--- config.mk ---
export PLATFORM = sky130hd
export DESIGN_NAME = tank_ctl
export DESIGN_NICKNAME = d
export VERILOG_FILES = /design/src/rtl/tank_ctl.sv
export SDC_FILE = /design/constraint.sdc
export NUM_CORES = 1
export LEC_CHECK = 0
export CELL_PAD_IN_SITES_DETAIL_PLACEMENT = 0
export CELL_PAD_IN_SITES_GLOBAL_PLACEMENT = 1
export CORE_AREA = 2 2 88 90
export DETAILED_ROUTE_END_ITERATION = 12
export DIE_AREA = 0 0 90 92
export HOLD_SLACK_MARGIN = 0.12
export PLACE_DENSITY = 0.82
export SLEW_MARGIN = 10
export SYNTH_ARGS = -nofsm -noshare
export SYNTH_HDL_FRONTEND = slang
export SYNTH_SLANG_ARGS = --single-unit
--- constraint.sdc ---
create_clock -name clk -period 2.1 [get_ports clk]
set_input_delay 0.42 -clock clk [delete_from_list [all_inputs] [get_ports clk]]
set_output_delay 0.42 -clock clk [all_outputs]
set_load 0.02 [all_outputs]
--- src/rtl/tank_ctl.sv ---
// Per-player tank motion: resolves direction keys once per frame (vsync rise) into
// sprite position and heading; outputs change one cycle after the vsync rise and hold for the frame.
module tank_ctl #(
  parameter int unsigned X_INIT = 376,
  parameter int unsigned Y_INIT = 268,
  parameter int unsigned X_MAX  = 752,
  parameter int unsigned Y_MAX  = 536,
  parameter int unsigned STEP   = 2
) (
  input  logic        clk,
  input  logic        rst,
  input  logic        vsync_in,
  input  logic        enable,
  input  logic        key_up,
  input  logic        key_down,
  input  logic        key_left,
  input  logic        key_right,
  output logic [11:0] posX,
  output logic [11:0] posY,
  output logic [1:0]  dir,
  output logic        moving
);

  localparam logic [1:0]  DIR_UP    = 2'd0;
  localparam logic [1:0]  DIR_DOWN  = 2'd1;
  localparam logic [1:0]  DIR_LEFT  = 2'd2;
  localparam logic [1:0]  DIR_RIGHT = 2'd3;

  localparam logic [11:0] X_INIT_W = 12'(X_INIT);
  localparam logic [11:0] Y_INIT_W = 12'(Y_INIT);
  localparam logic [11:0] X_MAX_W  = 12'(X_MAX);
  localparam logic [11:0] Y_MAX_W  = 12'(Y_MAX);
  localparam logic [11:0] STEP_W   = 12'(STEP);

  typedef enum logic [1:0] {
    S_IDLE = 2'd0,
    S_TURN = 2'd1,
    S_MOVE = 2'd2
  } state_t;

  state_t      state;
  state_t      state_nx;
  logic        vsync_d;
  logic        tick;
  logic        key_vld;
  logic [1:0]  key_dir;
  logic [11:0] pos_x_nx;
  logic [11:0] pos_y_nx;
  logic [1:0]  dir_nx;

  function automatic logic [11:0] step_dec(input logic [11:0] p);
    return (p < STEP_W) ? 12'd0 : p - STEP_W;
  endfunction

  // Sum kept in 13 bits so a position near 4095 cannot wrap past the clamp.
  function automatic logic [11:0] step_inc(input logic [11:0] p, input logic [11:0] lim);
    logic [12:0] s;
    s = {1'b0, p} + {1'b0, STEP_W};
    return (s > {1'b0, lim}) ? lim : s[11:0];
  endfunction

  always_ff @(posedge clk) begin
    if (rst) vsync_d <= 1'b0;
    else     vsync_d <= vsync_in;
  end

  assign tick = vsync_in & ~vsync_d;

  // Fixed priority up > down > left > right keeps motion on one axis.
  always_comb begin
    key_vld = 1'b1;
    key_dir = DIR_UP;
    if (key_up)         key_dir = DIR_UP;
    else if (key_down)  key_dir = DIR_DOWN;
    else if (key_left)  key_dir = DIR_LEFT;
    else if (key_right) key_dir = DIR_RIGHT;
    else                key_vld = 1'b0;
  end

  always_ff @(posedge clk) begin
    if (rst) state <= S_IDLE;
    else     state <= state_nx;
  end

  always_comb begin
    state_nx = state;
    if (tick) begin
      if (!enable || !key_vld) state_nx = S_IDLE;
      else if (key_dir == dir) state_nx = S_MOVE;
      else                     state_nx = S_TURN;
    end
  end

  always_comb begin
    pos_x_nx = posX;
    pos_y_nx = posY;
    dir_nx   = dir;
    if (tick && enable && key_vld) begin
      if (key_dir != dir) begin
        dir_nx = key_dir;
      end else begin
        case (key_dir)
          DIR_UP:    pos_y_nx = step_dec(posY);
          DIR_DOWN:  pos_y_nx = step_inc(posY, Y_MAX_W);
          DIR_LEFT:  pos_x_nx = step_dec(posX);
          default:   pos_x_nx = step_inc(posX, X_MAX_W);
        endcase
      end
    end
  end

  always_ff @(posedge clk) begin
    if (rst) begin
      posX   <= X_INIT_W;
      posY   <= Y_INIT_W;
      dir    <= DIR_UP;
      moving <= 1'b0;
    end else begin
      posX   <= pos_x_nx;
      posY   <= pos_y_nx;
      dir    <= dir_nx;
      moving <= (state_nx == S_MOVE);
    end
  end

endmodule
* After elaboration in Yosys (flattened, before gate mapping)
Index checks and enable logic that the tools add are counted.
** Storage, ports and cells
- Flip-flop bits (word level) :: 30
- Output and inout bits :: 27
- Word-level logic and storage cells :: 51
** Cells by class
- Add/sub/neg operators :: 4
- Order comparisons :: 4
- Equal/unequal tests :: 5
- Multiplexer cells :: 17
- Bitwise gates (word level) :: 4
- Reductions and logical operators :: 11
** Operators by type and width (number)
- $mux W12 :: 4
- $pmux W12 S2 :: 2
- $add A12 B2 Y13 const B :: 2
- $gt A13 B10 Y1 const B :: 2
- $lt A12 B2 Y1 const B :: 2
- $sub A12 B2 Y12 const B :: 2
- $mux W2 :: 7
- $reduce_and A3 Y1 :: 2
- $eq A2 B2 Y1 const B :: 2
- $mux W1 :: 4
- $not A1 Y1 :: 3
- $eq A2 B1 Y1 const B :: 1
- $eq A2 B2 Y1 :: 1
- $logic_and A1 B1 Y1 :: 2
- $logic_not A1 Y1 :: 2
- $logic_not A2 Y1 :: 1
- $ne A2 B2 Y1 :: 1
- $reduce_and A2 Y1 :: 1
- $reduce_bool A2 Y1 :: 1
- $reduce_or A2 Y1 :: 1
- $and A1 B1 Y1 :: 1
- $logic_or A1 B1 Y1 :: 1

* Depth between registers and ports, before layout
- Word-level depth :: 9
- Gate-level depth with buffers :: 9

* Worst setup path before layout
Ideal clock, no wire load.
- Path kind :: register to register
- From :: register posX[2]
- To :: register posX[9]
- Data arrival time :: 2.039 ns
- Required time :: 1.969 ns
- Slack :: -0.070 ns
- Stages on the path, launching flop included :: 9
- Period minus slack after synthesis :: 2.170 ns
- Path through :: dfxtp_1 ha_1 clkbuf_1 nand3_1 nor3_1 mux2i_1 nand4_1 o2bb2ai_1 o21ai_0
** Between the ends
- Cells in the longest elaborated chain, start to end :: 4
- Elaborated cells between the ends (all ways) :: 7
** RTL lines
- from (decl) :: line 18 : output logic [11:0] posX,
- from (signal assigned) :: line 119 : posX <= pos_x_nx;
- $add A12 B2 Y13 :: line 58 : s = {1'b0, p} + {1'b0, STEP_W};
- $gt A13 B10 Y1 :: line 59 : return (s > {1'b0, lim}) ? lim : s[11:0];
- $mux W12 :: line 59
- $pmux W12 S2 (*) :: line 102 : case (key_dir)
Mark *: on every way between the ends. The rest lies on a longest branch, timed or not.
A chain may end at the register's enable or synchronous reset.

* Final worst setup path
- From :: register posX[2]
- To :: register posX[3]
Same word-level chain as after synthesis.

==> impl_metrics.py <==
metrics = {
    "outcome": {
        "run_status": "finished clean",
    },
    "sta": {
        "hold_violations": 0,
        "timing.final.crit_period_ns": 2.08,
        "clock.fmax_mhz": 481,
        "final_max_slew_viol_count": 0,
        "final.period_utilization_pct": 98.9,
        "rsz0062_at_grt": "yes",
        "hold-worst-slack_ns": 0.467,
        "fin_setup_tns_ns": 0,
        "setup_viol_count_final": 0,
        "tightest_slew_ns": 0.515,
        "finClkSkew_ns": 0.00702,
        "relSlewSlack_pct": 65.4,
        "layout_setup_ws_ns": 0.0228,
    },
    "worst_setup_path": {
        "timing.critical_path.max_delay_family": "buffers and inverters",
        "timing.critical_path.from": "posX[2]",
        "critPathRequiredTime_ns": 2.28,
        "crit_chain": "buf_4 > nand4_1 > buf_4 > nor3_2 > xnor2_2 > nand4_1 > buf_4 > a2bb2oi_4 > o41ai_2",
        "crit_path_start_kind": "flop",
        "regToRegSetupSlack_ns": 0.02,
        "cp_slowest_stage_delay_ns": 0.35,
        "regToRegStartpoint": "posX[2]",
        "critical_path_buf_inv_count": 3,
        "end_kind": "flop",
        "critical_path_cell_count": 9,
        "crit_top_cell": "buf_4",
        "path_max_fanout": 8,
        "crit_type": "reg -> reg",
        "reg2reg_depth": 9,
        "crit_arrival_ns": 2.26,
        "worst_path_max_delay_cell": "dfxtp_2",
        "worstReg2RegEnd": "posX[3]",
    },
    "placed_design": {
        "detailedPlacementHpwl_mm": 6.40,
        "pre_cts_slack_ns": -0.411,
        "routabilityCongestion": 0.920,
        "place_inst": 541,
        "number_of_i_o_port_buffers": 32,
    },
    "clock_network": {
        "worst_skew_pair.late_latency_ns": 0.27,
        "holdBufCountCts": 0,
        "clk_pin_slew_ns": 0.10,
        "cts_htree_levels": 1,
        "numCtsBuffers": 3,
        "cts.path.max_buffers": 2,
        "root_buffer": "clkbuf_8",
        "tritoncts": "built",
        "clock-sinks": 28,
    },
    "final_layout": {
        "finalNetCount": 462,
        "drive_above_1_share_pct": 33.3,
        "layout_commonest_cell": "buf_4",
        "synthToLayoutAreaGrowth_pct": 45.9,
        "postLayoutCoreUtil_pct": 51.4,
        "antenna_cells": 0,
        "fillCellCount": 727,
        "finalNonFillerCells": 550,
        "final_cell_mix": "buf_4, clkdlybuf4s50_1, nand2_1",
    },
    "synthesis": {
        "post_synth_instance_area_sq_um": 2630,
        "yosysTopAreaCellShare_pct": 21.4,
        "synth_largest_area_cell": "dfxtp_1",
        "synth_top_cells_by_area": "dfxtp_1, a21oi_1, nand3_1",
        "synthCells": 353,
        "synth_seq_cells": 28,
        "synth-edff-count": 0,
        "postSynthAreaPerCell_sq_um": 7.44,
        "yosys_warnings": 0,
        "sequential_fraction_of_the_synthesis_area_pct": 21.4,
        "yosysUniqueCellTypes": 75,
        "ys.flop_type": "dfxtp_1",
        "synth_async_sr_flop_share_pct": 0,
    },
    "global_routing": {
        "grt_start_max_net_pins": 15,
        "grt_antenna_before_repair": 0,
        "globalRouteOverflowTotal": 0,
        "first_global_vias": 2960,
        "grt_util_all_layers_pct": 20.2,
        "grt_pass1_wl_mm": 14.0,
    },
    "routing": {
        "route.final.wire_length_mm": 8.73,
        "drt_iter0_drc": 154,
        "remaining_drc_errors": 0,
        "detail_route.wl_per_cell_um": 15.9,
        "route.detailed.vias_per_inst": 5.62,
        "num_vias": 3092,
        "drtPass1Iterations": 5,
        "route.antenna.remaining_nets": 0,
    },
    "floorplanning": {
        "floorplan.die.width_um": 90,
        "floorplan.rows": 32,
        "dieHeight_um": 92,
        "top_level_ports": 35,
        "design.die.area_sq_um": 8280,
        "floorplan.core_area_sq_um": 7450,
        "initial_core_util_pct": 35.2,
    },
    "worst_hold_path": {
        "min_to": "state[1]",
        "hold_path_depth": 2,
        "holdCritPathClass": "reg -> reg",
        "hold_path.startpoint": "state[1]",
    },
    "job": {
        "drv_cap": 0,
    },
    "power": {
        "peakVddDrop_uv": 213,
        "pd_cells_nw_per_um2": 281,
        "total_leakage_power_uw": 0.00137,
    },
}
[flip-flops by register name, indices dropped and copies added (netlist names)]
signal,count
state,2
dir,2
moving,1
posY,11
vsync_d,1
posX,11
[layer usage]
metal | track usage (%) | part of all wire, % | vias up
li1 | - | - | 1514
met1 | 24.7 | 44 | 1505
met2 | 37.1 | 52 | 67
met3 | 1.89 | 3.2 | 6
met4 | 6.54 | 0.92 | 0
met5 | 0 | 0 | -
[report_power, final]
group / switching, uW / total, uW / internal [uW]
clock network: 172 / 301 / 129
registers: 9.31 / 547 / 538
logic: 114 / 228 / 113
total: 296 / 1080 / 780
[worst max-delay path by stage]
stage | end
after floorplan | posX[9]
after global placement | posX[3]
after detailed placement | posX[3]
after CTS | dir[0]
after global routing | posX[3]
final | posX[3]
[cell type report]
type	instances	area (sq um)	area share, %
Sequential cell	28	576	15.0
Inverter	9	33.8	0.882
Multi-Input combinational cell	285	2000	52.3
Clock buffer	3	41.3	1.08
Timing Repair Buffer	123	1050	27.4
Tap cell	102	128	3.33
[per-stage QoR]
stage | total power, uW | area (sq um)
floorplan | 668 | 2630
global placement | 774 | 3580
detailed placement | 778 | 3580
CTS | 1080 | 3650
global route | 1120 | 3830
finish | 1080 | 3830
[cell families after synthesis]
group | count (synthesis) | share of synthesized area (%)
fa+ha+maj | 4 | 1.91
other cells | 1 | 0.143
buf+inv | 41 | 8.15
flops | 28 | 21.4
compound gates | 110 | 30.1
simple gates | 157 | 34.1
xor+xnor | 8 | 2.67
mux | 4 | 1.57
[cell usage after synthesis (5+ instances only)]
cell / number
nand2_1: 26
nand3_1: 24
nor3b_1: 9
nor3_1: 21
inv_1: 9
a211oi_1: 6
nor4_1: 6
nand2b_1: 5
clkbuf_1: 11
a21oi_1: 24
nor2b_1: 5
xnor2_1: 6
a31oi_1: 7
o32ai_1: 6
nor2_1: 22
o21ai_0: 23
dfxtp_1: 28
buf_2: 12
[timing repair]
item	CTS	global route
setup endpoints to repair	15	22
buffers inserted	1	5
pin swaps	2	10
resized for setup	8	31
[tightest hold or removal path, delay by kind of cell, from the launching register on]
family | cells | cell delay, ns
AO/OA/AOI/OAI | 1 | 0.06
AND/OR/NAND/NOR | 1 | 0.05
flip-flops | 1 | 0.32
Power figures use the tool's default switching activity.
==> edit 1, RTL diff (same flow settings) <==
The 3 states of `state_t` get a one-hot encoding in 3 bits.
--- a/src/rtl/tank_ctl.sv
+++ b/src/rtl/tank_ctl.sv
@@ -34,6 +34,6 @@
 
-  typedef enum logic [1:0] {
-    S_IDLE = 2'd0,
-    S_TURN = 2'd1,
-    S_MOVE = 2'd2
+  typedef enum logic [2:0] {
+    S_IDLE = 3'b001,
+    S_TURN = 3'b010,
+    S_MOVE = 3'b100
   } state_t;
Check against the original RTL: no difference found for any inputs over 10 cycles, from zero or initial values and one cycle with rst high; not proved beyond that.
==> edit 1 against the original RTL <==
- non-clock buffer count up 9
- synthesized cell count up 0.57%
- power up 34%
- critical path depth down 1
- count of clock-buffer cells in the layout up 4
- sequential share of layout area down 0.14 points
- utilization up 2.9 points
- worst setup slack worse by 0.015 ns
- design area up 5.6%
- synthesized area up 0.95%
- sequential cell count up 1
- routed wire length up 4.3%
- combinational power up 50%
- final cell count up 3.1%
- critical path type unchanged
==> edit 1: results (changes against the original RTL) <==
Outcome
  – Outcome: finished, final reports clean

Global route
  – GR Util All Layers: 0.2084 (+0.006697)
  – GR Util met2: 0.3584 (-0.01253)
  – Vias in the first global route: 3028 (+2.3%)
  – GR Layer Usage met1: 0.2695 (+0.02242)

Place
  – Hpwl dp: 6637 um (+3.7%)
  – Placed Cells: 553 (+2.2%)
  – RePlAce Congestion: 0.9131 (-0.70%)
  – Post-placement setup slack: -0.4021 ns (+0.009279 ns)

Yosys
  – Compound-Gate Fraction of Synth Area: 0.3451 (+0.04437)
  – Post-Synth Adder-Cell Area: 0.01889 (-0.0001800)
  – Xor and xnor area share after synthesis: 0.02314 (-0.003557)
  – Seq/Total Area, Yosys: 0.2191 (+0.005538)
  – Fraction of synthesized area in multiplexers: 0.003777 (-0.01195)
  – Yosys cell types: 79 (+5.3%)
  – Most frequent cells after synthesis: dfxtp_1 (29), o21ai_0 (27), a21oi_1 (26)

Route
  – DRT Pass-1 Iters: 4 (-1)
  – Drt first-iter violations: 147 (-4.5%)

CTS
  – CTS Buf Count: 5 (+2)
  – H-tree depth: 2 (+1)

Power
  – Leak: 1.507 nW (+9.9%)
  – Max VDD drop: 0.3397 mV (+60%)

Finish
  – Share of cells above drive strength 1: 0.3742 (+0.04160)

STA
  – Fin Clk Skew: 0.01234 ns (+0.005315 ns)

Critical path
  – CP max FO: 6 (-2)
[edit 1: path summary, 6_finish.rpt]
check / to / slack, ns / depth (start not counted)
worst max-delay path: posX[3] / 0.008 / 8
worst min-delay path: state[1] / 0.45 / 2
worst max register to register: posX[3] / 0.008 / 8
worst min register to register: state[1] / 0.45 / 2
[edit 1: power breakdown]
part	switching, mW	internal [mW]
combinational	0.172	0.170
clock	0.225	0.296
sequential	0.0178	0.561
total	0.414	1.03
[edit 1: kinds of logic after synthesis]
family / Yosys count
flip-flops: 29
AND/OR/NAND/NOR: 144
XOR/XNOR: 7
AO/OA/AOI/OAI: 128
buffers and inverters: 41
multiplexers: 1
other: 1
adder cells (fa/ha/maj): 4
[edit 1: cell type report]
cell class              instances  area [sq um]  area share
well taps                     102         127.6     0.03156
repair buffers                132          1090      0.2695
flip-flops and latches         29         601.8      0.1488
inverters                      10         37.54    0.009282
multi-input cells             286          2086      0.5158
clock buffers                   7         96.34     0.02382
clock inverters                 1         5.005    0.001238
[edit 1: worst max-delay path, stage by stage (launching register included)]
cell      delay (ns)
dfxtp_4         0.36
ha_4            0.18
and3b_1         0.16
o221a_1         0.22
o2111a_2        0.29
a211oi_4        0.28
buf_6           0.16
nor2_2          0.04
o32a_1          0.28
[edit 1: repair_timing]
action | in CTS | in global routing
endpoints found under the hold margin | 0 | 0
pin swaps | 7 | 18
setup endpoints to repair | 11 | 19
setup buffers | 2 | 4
gates resized for setup | 12 | 49
[edit 1: metal layers]
layer  wire, um  up-vias  share of wire
met2       4488       94           0.49
met5          0        -              0
met4        184        0          0.020
li1           -     1589              -
met1       4087     1566           0.45
met3        338       19          0.037
==> edit 2, RTL diff (config.mk and constraints unchanged) <==
Without the edit above. `Y_MAX`: 536 -> 268.
--- a/src/rtl/tank_ctl.sv
+++ b/src/rtl/tank_ctl.sv
@@ -6,3 +6,3 @@
   parameter int unsigned X_MAX  = 752,
-  parameter int unsigned Y_MAX  = 536,
+  parameter int unsigned Y_MAX  = 268,
   parameter int unsigned STEP   = 2
Behaviour: not the same (Yosys sat finds a counterexample within 4 cycles, from zero or initial values and one cycle with rst high).
==> edit 2 against the original RTL <==
- global-route usage fell by 2.0 points
- synthesized area fell by 4.2%
- power rose by 13%
- routed wire length fell by 8.4%
- design area fell by 3.1%
- critical endpoint is now posX[2]
- sequential cell count did not move
- via count fell by 4.1%
- worst setup slack got worse by 0.0078 ns
==> edit 2: results (changes against the original RTL) <==
Power
  – Max VDD drop: 0.2449 mV (+15%)
  – Leak: 1.359 nW (-0.82%)

Route
  – DRT Pass-1 Iters: 4 (-1)
  – DRT Wirelength: 7992 um (-8.4%)
  – Via count: 2964 (-4.1%)
  – Drt first-iter violations: 131 (-15%)

Finish
  – Largest registers: posX: 11 flops, posY: 11 flops
  – Layout Cells excl Fill: 540 (-1.8%)
  – Fillers: 764 (+5.1%)
  – Inserted Diodes: 0 (unchanged)
  – Share of cells above drive strength 1: 0.3447 (+0.01216)
  – Nets: 451 (-2.4%)

Yosys
  – Avg Cell Area, Syn: 7.485 sq um (+0.65%)
  – Yosys cell types: 71 (-5.3%)
  – Asr flop ratio synth: 0 (unchanged)
  – Most frequent cells after synthesis: a21oi_1 (34), dfxtp_1 (28), nor2_1 (28)
  – Area contributors post-synth: dfxtp_1 (22%), a21oi_1 (6.8%), o21ai_0 (5.2%), nor2_1 (4.2%), nand2_1 (3.9%)
  – Seq/Total Area, Yosys: 0.2229 (+0.009349)
  – Syn. warnings: 0 (unchanged)
  – Synth Flop Type: dfxtp_1

CTS
  – H-tree depth: 1 (unchanged)
  – Clock-pin slew on the worst setup and hold paths: 0.11 ns
  – Max clock buf depth: 2 (unchanged)
  – CTS Buf Count: 3 (unchanged)
  – Clk root buf: clkbuf_8
  – Clk_lat worst skew: 0.28 ns

Place
  – IO Port Bufs: 32 (unchanged)
  – Post-placement setup slack: -0.4143 ns (-0.002861 ns)
  – Post-DP Area: 0.003430 sq mm (-4.2%)
  – RePlAce Congestion: 0.8984 (-2.3%)
  – Placed Cells: 529 (-2.2%)
  – Hpwl dp: 5864 um (-8.4%)

Critical path
  – Cell family contributing the most delay on the critical path: compound AO/OA/AOI/OAI gates
  – CP max stage cell: dfxtp_2
  – Critical path's largest stage delay: 0.38 ns (+0.03 ns)
  – CP max FO: 5 (-3)
  – Critical path arrival: 2.28 ns (+0.02 ns)

Global route
  – GR Util All Layers: 0.1818 (-0.01992)
  – Vias in the first global route: 2750 (-7.1%)
  – First-pass GRT wire length: 12840 um (-8.5%)
  – Initial antenna violation count: 0 (unchanged)
  – Largest net degree at the start of global routing: 22 (+7)

STA
  – Fin Clk Skew: 0.005991 ns (-0.001032 ns)
  – Final Hold Fails: 0 (unchanged)

Outcome
  – Outcome: finished, final reports clean

Hold path
  – Hold Crit Class: reg -> reg
==> edit 2: path summary, 6_finish.rpt <==
check | start | to | slack, ns | cells after the start
setup / recovery | posX[1] | posX[2] | 0.01 | 8
hold / removal | state[1] | state[1] | 0.47 | 2
setup reg to reg | posX[1] | posX[2] | 0.01 | 8
hold reg to reg | state[1] | state[1] | 0.47 | 2
==> edit 2: cell type report <==
class | count | area (sq um) | area share
timing repair buffer | 130 | 1082 | 0.2914
tap | 102 | 127.6 | 0.03437
clock inverter | 1 | 30.03 | 0.008086
sequential | 28 | 575.6 | 0.1550
clock buffer | 3 | 41.29 | 0.01112
inverter | 11 | 43.79 | 0.01179
multi-input combinational | 265 | 1813 | 0.4882
==> edit 2: cell families after synthesis <==
logic type               synth area share
AND/OR/NAND/NOR                    0.2945
AO/OA/AOI/OAI                      0.3184
buffers and inverters              0.1174
flip-flops                         0.2229
XOR/XNOR                          0.01742
adder cells (fa/ha/maj)           0.01990
multiplexers                     0.007961
other                            0.001491
==> edit 2: power breakdown <==
part           internal (mW)  switching [mW]  total, mW
sequential             0.538         0.00619      0.544
clock                  0.255           0.182      0.437
combinational          0.116           0.114      0.231
total                  0.909           0.302       1.21
==> edit 2: layer usage <==
metal	up-vias	part of all wire	track usage
met5	-	0	0
met4	0	0.0085	0.02949
met3	8	0.024	0.01315
met2	63	0.52	0.3371
met1	1424	0.45	0.2345
li1	1469	-	-
==> edit 2: what timing repair did <==
action                                  CTS  global route
hold endpoints to repair                  0             0
hold buffers                              0             0
pin swaps                                 1            12
resized for setup                         8            34
endpoints found under the setup margin   16            20
buffers inserted                          0             7
gates cloned                              0             0
